==> src/rtl/fc_apb_reg_bridge.sv <==
// -----------------------------------------------------------------------------
// fc_apb_reg_bridge
//
// APB4 completer that converts every APB transfer into a single valid/ack
// request on a simple register port toward the DUT. Setup-phase addresses
// are checked against the decoded window [BASE_ADDR, BASE_ADDR+WIN_BYTES)
// and against DATA_W/8 alignment. Bad addresses complete with an error and
// no DUT request. A request that is not acknowledged within TIMEOUT cycles
// completes with an error. A transfer abandoned by the requester (psel
// dropped) is counted in abort_cnt. An ack with no request outstanding is
// counted in stray_ack_cnt. Both counters saturate at 255. Every output is
// driven from a register.
//
// DATA_W must be 32 or 64. TIMEOUT must be in 1..65535.
//
// Ports
//   clk, rst_n                 clock, asynchronous active-low reset
//   psel, penable, pwrite      APB control
//   paddr, pwdata, pstrb       APB address, write data, write strobes
//   pready, prdata, pslverr    APB completion, read data, error
//   reg_req_valid/wr/addr      register request: valid, write, offset address
//   reg_req_wdata/be           register request: write data, byte enables
//   reg_ack, reg_rdata,        register completion pulse, read data, error
//   reg_err                    (data and error are sampled with reg_ack)
//   stray_ack_cnt              acks seen with no request outstanding
//   abort_cnt                  transfers abandoned while a request was open
// -----------------------------------------------------------------------------
module fc_apb_reg_bridge #(
    parameter int          ADDR_W    = 16,
    parameter int          DATA_W    = 32,
    parameter int unsigned BASE_ADDR = 32'h0000_0000,
    parameter int unsigned WIN_BYTES = 32'h0000_1000,
    parameter int unsigned TIMEOUT   = 32'd256
) (
    input  logic                  clk,
    input  logic                  rst_n,
    input  logic                  psel,
    input  logic                  penable,
    input  logic                  pwrite,
    input  logic [ADDR_W-1:0]     paddr,
    input  logic [DATA_W-1:0]     pwdata,
    input  logic [DATA_W/8-1:0]   pstrb,
    output logic                  pready,
    output logic [DATA_W-1:0]     prdata,
    output logic                  pslverr,
    output logic                  reg_req_valid,
    output logic                  reg_req_wr,
    output logic [ADDR_W-1:0]     reg_req_addr,
    output logic [DATA_W-1:0]     reg_req_wdata,
    output logic [DATA_W/8-1:0]   reg_req_be,
    input  logic                  reg_ack,
    input  logic [DATA_W-1:0]     reg_rdata,
    input  logic                  reg_err,
    output logic [7:0]            stray_ack_cnt,
    output logic [7:0]            abort_cnt
);

    localparam int              BE_W     = DATA_W / 8;
    localparam int              ALIGN_W  = $clog2(BE_W);
    localparam logic [ADDR_W:0] BASE_X   = (ADDR_W + 1)'(BASE_ADDR);
    localparam logic [ADDR_W:0] WIN_X    = (ADDR_W + 1)'(WIN_BYTES);
    localparam logic [15:0]     TMO_LAST = 16'(TIMEOUT - 32'd1);
    localparam logic [7:0]      CNT_MAX  = 8'hFF;

    localparam logic [1:0] ST_IDLE = 2'd0;
    localparam logic [1:0] ST_REQ  = 2'd1;
    localparam logic [1:0] ST_ERR  = 2'd2;
    localparam logic [1:0] ST_DONE = 2'd3;

    logic [1:0]        state_r,     state_s;
    logic [15:0]       tmo_cnt_r,   tmo_cnt_s;
    logic              valid_r,     valid_s;
    logic              wr_r,        wr_s;
    logic [ADDR_W-1:0] addr_r,      addr_s;
    logic [DATA_W-1:0] wdata_r,     wdata_s;
    logic [BE_W-1:0]   be_r,        be_s;
    logic              pready_r,    pready_s;
    logic              pslverr_r,   pslverr_s;
    logic [DATA_W-1:0] prdata_r,    prdata_s;
    logic [7:0]        stray_cnt_r, stray_cnt_s;
    logic [7:0]        abort_cnt_r, abort_cnt_s;

    logic              setup_s;
    logic [ADDR_W:0]   off_s;
    logic              in_win_s;
    logic              aligned_s;

    // Setup-phase address qualification.
    // The offset is computed one bit wider than paddr: an address below the
    // base wraps to a value >= 2^ADDR_W, so one unsigned compare covers both
    // window edges.
    always_comb begin
        setup_s   = psel & ~penable;
        off_s     = {1'b0, paddr} - BASE_X;
        in_win_s  = (off_s < WIN_X);
        aligned_s = (paddr[ALIGN_W-1:0] == {ALIGN_W{1'b0}});
    end

    // Next-state logic for the transfer FSM, request fields, response and counters.
    always_comb begin
        state_s     = state_r;
        tmo_cnt_s   = tmo_cnt_r;
        valid_s     = valid_r;
        wr_s        = wr_r;
        addr_s      = addr_r;
        wdata_s     = wdata_r;
        be_s        = be_r;
        pready_s    = 1'b0;
        pslverr_s   = 1'b0;
        prdata_s    = {DATA_W{1'b0}};
        abort_cnt_s = abort_cnt_r;
        stray_cnt_s = stray_cnt_r;

        // Any ack outside REQ has no request to complete.
        if (reg_ack && (state_r != ST_REQ) && (stray_cnt_r != CNT_MAX)) begin
            stray_cnt_s = stray_cnt_r + 8'd1;
        end else begin
            stray_cnt_s = stray_cnt_r;
        end

        case (state_r)
            ST_IDLE: begin
                if (setup_s && !(in_win_s && aligned_s)) begin
                    // Completes in the access cycle: zero wait states.
                    state_s   = ST_ERR;
                    pready_s  = 1'b1;
                    pslverr_s = 1'b1;
                end else if (setup_s) begin
                    state_s   = ST_REQ;
                    valid_s   = 1'b1;
                    tmo_cnt_s = 16'd0;
                    wr_s      = pwrite;
                    addr_s    = off_s[ADDR_W-1:0];
                    wdata_s   = pwdata;
                    be_s      = pwrite ? pstrb : {BE_W{1'b1}};
                end else begin
                    state_s = ST_IDLE;
                end
            end

            ST_REQ: begin
                if (!psel) begin
                    // Requester walked away; no completion is presented.
                    state_s = ST_IDLE;
                    valid_s = 1'b0;
                    if (abort_cnt_r != CNT_MAX) begin
                        abort_cnt_s = abort_cnt_r + 8'd1;
                    end else begin
                        abort_cnt_s = abort_cnt_r;
                    end
                end else if (reg_ack) begin
                    state_s   = ST_DONE;
                    valid_s   = 1'b0;
                    pready_s  = 1'b1;
                    pslverr_s = reg_err;
                    if (!wr_r && !reg_err) begin
                        prdata_s = reg_rdata;
                    end else begin
                        prdata_s = {DATA_W{1'b0}};
                    end
                end else if (tmo_cnt_r == TMO_LAST) begin
                    // Valid has now been high for TIMEOUT cycles.
                    state_s   = ST_DONE;
                    valid_s   = 1'b0;
                    pready_s  = 1'b1;
                    pslverr_s = 1'b1;
                end else begin
                    tmo_cnt_s = tmo_cnt_r + 16'd1;
                end
            end

            ST_ERR: begin
                state_s = ST_IDLE;
                valid_s = 1'b0;
            end

            ST_DONE: begin
                state_s = ST_IDLE;
                valid_s = 1'b0;
            end

            default: begin
                state_s = ST_IDLE;
                valid_s = 1'b0;
            end
        endcase
    end

    // State, request, response and counter registers.
    always_ff @(posedge clk or negedge rst_n) begin
        if (!rst_n) begin
            state_r     <= ST_IDLE;
            tmo_cnt_r   <= 16'd0;
            valid_r     <= 1'b0;
            wr_r        <= 1'b0;
            addr_r      <= {ADDR_W{1'b0}};
            wdata_r     <= {DATA_W{1'b0}};
            be_r        <= {BE_W{1'b0}};
            pready_r    <= 1'b0;
            pslverr_r   <= 1'b0;
            prdata_r    <= {DATA_W{1'b0}};
            stray_cnt_r <= 8'd0;
            abort_cnt_r <= 8'd0;
        end else begin
            state_r     <= state_s;
            tmo_cnt_r   <= tmo_cnt_s;
            valid_r     <= valid_s;
            wr_r        <= wr_s;
            addr_r      <= addr_s;
            wdata_r     <= wdata_s;
            be_r        <= be_s;
            pready_r    <= pready_s;
            pslverr_r   <= pslverr_s;
            prdata_r    <= prdata_s;
            stray_cnt_r <= stray_cnt_s;
            abort_cnt_r <= abort_cnt_s;
        end
    end

    assign pready        = pready_r;
    assign pslverr       = pslverr_r;
    assign prdata        = prdata_r;
    assign reg_req_valid = valid_r;
    assign reg_req_wr    = wr_r;
    assign reg_req_addr  = addr_r;
    assign reg_req_wdata = wdata_r;
    assign reg_req_be    = be_r;
    assign stray_ack_cnt = stray_cnt_r;
    assign abort_cnt     = abort_cnt_r;

endmodule

==> config.mk <==
export PLATFORM = sky130hd
export DESIGN_NAME = fc_apb_reg_bridge
export DESIGN_NICKNAME = d
export VERILOG_FILES = /design/src/rtl/fc_apb_reg_bridge.sv
export SDC_FILE = /design/constraint.sdc
export NUM_CORES = 1
export LEC_CHECK = 0
export ABC_AREA = 1
export ABC_CLOCK_PERIOD_IN_PS = 1600
export CORE_MARGIN = 2
export CORE_UTILIZATION = 40
export DETAILED_ROUTE_END_ITERATION = 8
export PLACE_DENSITY = 0.83
export SLEW_MARGIN = 20
export SYNTH_ARGS = -nofsm -noshare
export SYNTH_HDL_FRONTEND = slang
export SYNTH_SLANG_ARGS = --single-unit
==> constraint.sdc <==
create_clock -name clk -period 1.6 [get_ports clk]
set_input_delay 0.32 -clock clk [delete_from_list [all_inputs] [get_ports clk]]
set_output_delay 0.32 -clock clk [all_outputs]
set_load 0.005 [all_outputs]
=== Yosys cells after proc, flatten, opt, wreduce, memory -nomap -nowiden ===
Index checks and enable logic that the tools add are counted.

* Register bits after elaboration: 122
* Bits of input ports: 91
* Output and inout port bits: 104
* Logic and storage cells: 80

* Add/subtract/negate cells: 3
* Magnitude comparators: 1
* Eq/ne operators: 13
* Mux-type cells: 31
* Bitwise operators: 4
* Reductions and logical operators: 16

{| class="wikitable"
|+ Operator list
! kind !! count
|-
| 2-to-1 mux 32 bit || 4
|-
| 2-to-1 mux 16 bit || 5
|-
| case mux 16 bit (2 select lines) || 1
|-
| adder 16 x 1 -> 16 bit, second input constant || 1
|-
| adder 8 x 1 -> 8 bit, second input constant || 2
|-
| == test 16 x 8 -> 1 bit, second input constant || 1
|-
| less-than comparator 16 x 13 -> 1 bit, second input constant || 1
|-
| != test 8 bit, second input constant || 2
|-
| 2-to-1 mux 1 bit || 12
|-
| != test 2 bit, second input constant || 5
|-
| AND reduction 3 bit || 3
|-
| 2-to-1 mux 2 bit || 4
|-
| case mux 2 bit (3 select lines) || 1
|-
| AND reduction 6 bit || 1
|-
| logical AND 1 bit || 5
|-
| == test 2 bit, second input constant || 2
|-
| zero test 2 bit || 2
|-
| 2-to-1 mux 4 bit || 1
|-
| != test 4 bit, second input constant || 1
|-
| case mux 1 bit (2 select lines) || 2
|-
| zero test 1 bit || 3
|-
| inverter 1 bit || 3
|-
| case mux 1 bit (3 select lines) || 1
|-
| == test 2 x 1 -> 1 bit, second input constant || 1
|-
| 4 further kinds || 4
|}

=== Depth between registers and ports, before layout ===
* Word-level depth: 6
* Mapped depth: 11
* Gate-level depth less buffers: 10

=== Worst setup path after synthesis ===
OpenSTA, ideal clock, no wires.

* Path type: reg-to-reg
* Start: register tmo_cnt_r[0]
* End: register tmo_cnt_r[12]
* Setup time: 65 ps
* Arrival: 1442 ps
* Data required time: 1535 ps
* Path slack: 93 ps
* Cell stages (with the launch flop): 11
* Buffers on the path: 1
* Clock period less this slack: 1507 ps
* Cell sequence: dfrtp_1 -> ha_1 -> nand3_2 -> nor2_2 -> nand2_1 -> nand2_2 -> nand2_4 -> nand2_4 -> buf_6 -> nand2_1 -> nand2_1

* Cells in the longest elaborated chain, start to end: 5
* Elaborated cells between the ends (all ways): 8
* Classes of those cells: add/sub (1); eq/ne (2); mux (4); reduce/logical (1)

{| class="wikitable"
|+ RTL lines
! element !! line !! RTL
|-
| start, declared || 71 || <nowiki>logic [15:0] tmo_cnt_r, tmo_cnt_s;</nowiki>
|-
| start signal, assigned || 206 || <nowiki>tmo_cnt_r <= tmo_cnt_s;</nowiki>
|-
| adder 16 x 1 -> 16 bit || 168 || <nowiki>tmo_cnt_s = tmo_cnt_r + 16'd1;</nowiki>
|-
| 2-to-1 mux 16 bit || 161 || <nowiki>end else if (tmo_cnt_r == TMO_LAST) begin</nowiki>
|-
| 2-to-1 mux 16 bit || 151 || <nowiki>end else if (reg_ack) begin</nowiki>
|-
| 2-to-1 mux 16 bit || 142 || <nowiki>if (!psel) begin</nowiki>
|-
| case mux 16 bit (2 select lines) || 121 || <nowiki>case (state_r)</nowiki>
|}

Several ways; a longest one is shown, not always the timed one. The select of a mux whose other input is x is not followed.
A chain may end at the register's enable or synchronous reset.

=== Worst setup path in the final report ===
* Start: register abort_cnt_r[2] (netlist: abort_cnt[2])
* End: output port abort_cnt[2]

{| class="wikitable"
|+ RTL lines
! element !! line !! RTL
|-
| start, declared || 81 || <nowiki>logic [7:0] abort_cnt_r, abort_cnt_s;</nowiki>
|-
| start signal, assigned || 216 || <nowiki>abort_cnt_r <= abort_cnt_s;</nowiki>
|-
| end, declared || 55 || <nowiki>output logic [7:0] abort_cnt</nowiki>
|}

No word-level cell between the ends.

==> flow_metrics.tcl <==
set metrics [dict create \
    outcome "finished with violations" \
    violations "negative setup slack" \
    fp.dieH_um 118 \
    avgRoutedWirePerCell_um 14.2 \
    post-route-min-period_ps 1610 \
    synth.area.top_cells "dfrtp_1 59%, nand2_1 20%, nor2_1 5.7%" \
    powerDensity_nw_per_um2 1050 \
    arrival_ps 1290 \
    drt-total-wl_um 15000 \
    worst_slew_pin_slew_ps 539 \
    p_int_w 0.00682 \
    slew_headroom_pct 64.0 \
    drc 0 \
    slew_viol_final 0 \
    cts_tree "done" \
    finalCritPeriodShare_pct 100 \
    diodes 0 \
    grt_remaining_overflow 0 \
    async_reset_ff_share_pct 100 \
    rows 41 \
    synthCells 611 \
    hpwlAfterDp_um 10500 \
    swShare_pct 23.6 \
    antenna_found_initial 0 \
    fin_cells 1053 \
    setup.worst_path.start_class "register" \
    dp.cells 992 \
    synth_top_area_share_pct 59.0 \
    ys_seq_area_share_pct 59.0 \
    viasPerCell 4.66 \
    grt_pass1_wl_um 24200 \
    design.die.area_um2 13900 \
    whs_path_depth 3 \
    setup_ws_ps -6.45 \
    core_area_um2 12600 \
    nFillCells 1030 \
    ir_drop_v 0.000931 \
    gp_congestion 0.843 \
    rr_worst_depth 9 \
    maxCapViolCount 0 \
    synth_cell_types 29 \
    nets 962 \
    setup_violations 1 \
    worst_hold_path_type "input pin to register" \
    grt_max_degree 78 \
    htree_levels 4 \
    synth-edff-count 0 \
    cp_num_buf_inv 1 \
    seqPwrFrac_pct 38.5 \
    dr.pass1.iters 4 \
    boundaryPins 195 \
    drt_iter0_drc 315 \
    synth_ff_type "dfrtp_1" \
    ys_seq_elements 122 \
    crit_slowest_cell "clkdlybuf4s50_1" \
    synth.cells.most_frequent "271 x nand2_1, 122 x dfrtp_1, 78 x nor2_1, 26 x inv_1, 22 x nand3_1" \
    clock_latency_ps 410 \
    syn_area_um2 5180 \
    crit_type "register to output pin" \
    clock_skew_ps 8.73 \
    ant_nets 0 \
    end_kind "output pin" \
    r2r_start "stray_ack_cnt[0]" \
    cts_sinks 122 \
    min_from "reg_rdata[21]" \
    pwr-share-comb_pct 15.4 \
    yosys_warnings 0 \
    worst_ep_required_time_ps 1280 \
    start_util_pct 41.0 \
    p_sw_w 0.00210 \
    synth_nets 705 \
    finalHoldViolations 0 \
    grt_usage_pct 22.1 \
    cts_buffers 17 \
    timing.fmax_ghz 0.622 \
    grt_util_met1_pct 24.1 \
    total_power_w 0.00892 \
    place_area_um2 7590 \
    grt_pass1_vias 4980 \
    r2r_end "stray_ack_cnt[3]" \
    grt_use_met2_pct 38.2 \
    min_to "prdata[21]" \
    post-route-cell-area_um2 8500 \
    fin_setup_tns_ps -6.45 \
    area_delta_synth_final_pct 64.3 \
    r2r_slack_ps 40 \
    synth.avg_cell_area_um2 8.47 \
    fin_util_pct 67.4 \
    grt_busiest_layer "met2" \
    cts-root-buf "clkbuf_16" \
    drive_gt1_share_pct 14.3 \
    crit_path_cell_trace "clkdlybuf4s50_1" \
    synth.most_common_cell "nand2_1" \
    cp_max_fo 2 \
    cts_buffer_depth 2 \
    critPathTopFamily "buffers and inverters" \
    pwr-share-clk_pct 46.0 \
    met3_usage_pct 8.62 \
    synth_area_leader_cell "dfrtp_1" \
    slowest_delay_ps 520 \
    p_leak_nw 4.63 \
    path_clk_slew_ps 60 \
    port_buffers 194 \
    die_w_um 118 \
    vias 4908 \
]
[cell usage in the layout, fill, tap and decap left out, types with 2 or more instances in the layout]
cell type / synthesis / layout
clkbuf_16: 0 / 17
bufinv_16: 0 / 4
dlygate4sd2_1: 0 / 66
dlymetal6s2s_1: 0 / 22
inv_2: 9 / 8
nor3_1: 7 / 6
clkbuf_2: 0 / 2
clkinv_4: 0 / 2
clkdlybuf4s50_1: 0 / 103
nand4_1: 5 / 5
clkbuf_1: 5 / 2
o22a_1: 4 / 4
clkbuf_8: 0 / 3
o21ai_1: 11 / 10
clkinv_2: 0 / 2
xnor2_1: 7 / 6
nand2_2: 2 / 3
nand3_2: 1 / 2
inv_1: 26 / 26
nor2_2: 1 / 3
buf_12: 0 / 7
buf_4: 0 / 55
nand2_1: 271 / 270
nand3b_1: 2 / 2
xor2_1: 9 / 9
dfrtp_1: 122 / 122
nor2_1: 78 / 74
nand3_1: 22 / 20
nor2_4: 2 / 4
o21bai_1: 4 / 4
ha_4: 0 / 2
[logic make-up after synthesis]
family / after synthesis / share of synthesized area (%)
xor gates and xnor gates: 16 / 2.71
AOI/OAI and AO/OA: 22 / 2.76
buffers and inverters: 54 / 4.25
DFF: 122 / 59.0
adders and majority gates: 3 / 0.725
and+or+nand+nor: 394 / 30.6
[worst max-delay path by stage]
stage | start | endpoint | slack (ps) | cells after the start
final | abort_cnt[2] | abort_cnt[2] | -6 | 1
after global routing | stray_ack_cnt[0] | stray_ack_cnt[4] | -50 | 9
after CTS | stray_ack_cnt[0] | stray_ack_cnt[3] | -10 | 9
after detailed placement | psel | reg_req_addr[4] | -280 | 10
after global placement | psel | reg_req_addr[2] | -250 | 10
after floorplan | tmo_cnt_r[0] | tmo_cnt_r[12] | 90 | 10
[cell type report]
cell class                      count  area, µm²  share of cell area [%]
Multi-Input combinational cell    435       2000                    23.6
Timing Repair Buffer              256       2460                    28.9
Clock buffer                       22        474                    5.58
Inverter                           36        138                    1.62
Tap cell                          172        215                    2.53
Sequential cell                   122       3050                    35.9
Clock inverter                     10        164                    1.93
[what timing repair did]
item / CTS / global route
gates resized for setup: 69 / 44
endpoints found under the hold margin: 77 / 0
pin swaps: 0 / 6
hold buffers: 1 / 0
setup buffers: 17 / 11
setup endpoints to repair: 74 / 55
[sequential cells by signal, indices dropped and copies added (netlist names)]
register / count
prdata: 32
reg_req_wdata: 32
reg_req_addr: 16
tmo_cnt_r: 16
abort_cnt: 8
stray_ack_cnt: 8
reg_req_be: 4
state_r: 2
pready: 1
pslverr: 1
reg_req_valid: 1
reg_req_wr: 1
[power groups by stage]
| stage | logic [W] | registers, W | clock network, W |
|---|---|---|---|
| 2_1_floorplan | 0.000303 | 0.00352 | 0 |
| 3_3_place_gp | 0.00117 | 0.00350 | 0 |
| 3_5_place_dp | 0.00121 | 0.00351 | 0 |
| 4_1_cts | 0.00123 | 0.00342 | 0.00418 |
| 5_1_grt | 0.00151 | 0.00346 | 0.00433 |
| 6_report | 0.00138 | 0.00344 | 0.00411 |
[metal layers]
metal | vias to the layer above | wire, µm
met1 | 2313 | 5650
met4 | 0 | 393
met5 | - | 0
met2 | 159 | 7820
met3 | 33 | 1130
li1 | 2403 | -
[per-stage QoR]
| step | hold slack [ps] | setup slack, ps |
|---|---|---|
| detailed placement | 386 | -275 |
| finish | 433 | -6.45 |
| floorplan | 24.4 | 92.9 |
| global route | 426 | -49.0 |
| global placement | 380 | -248 |
| CTS | 412 | -9.73 |
Note: power is estimated with default switching activity, not from simulation.
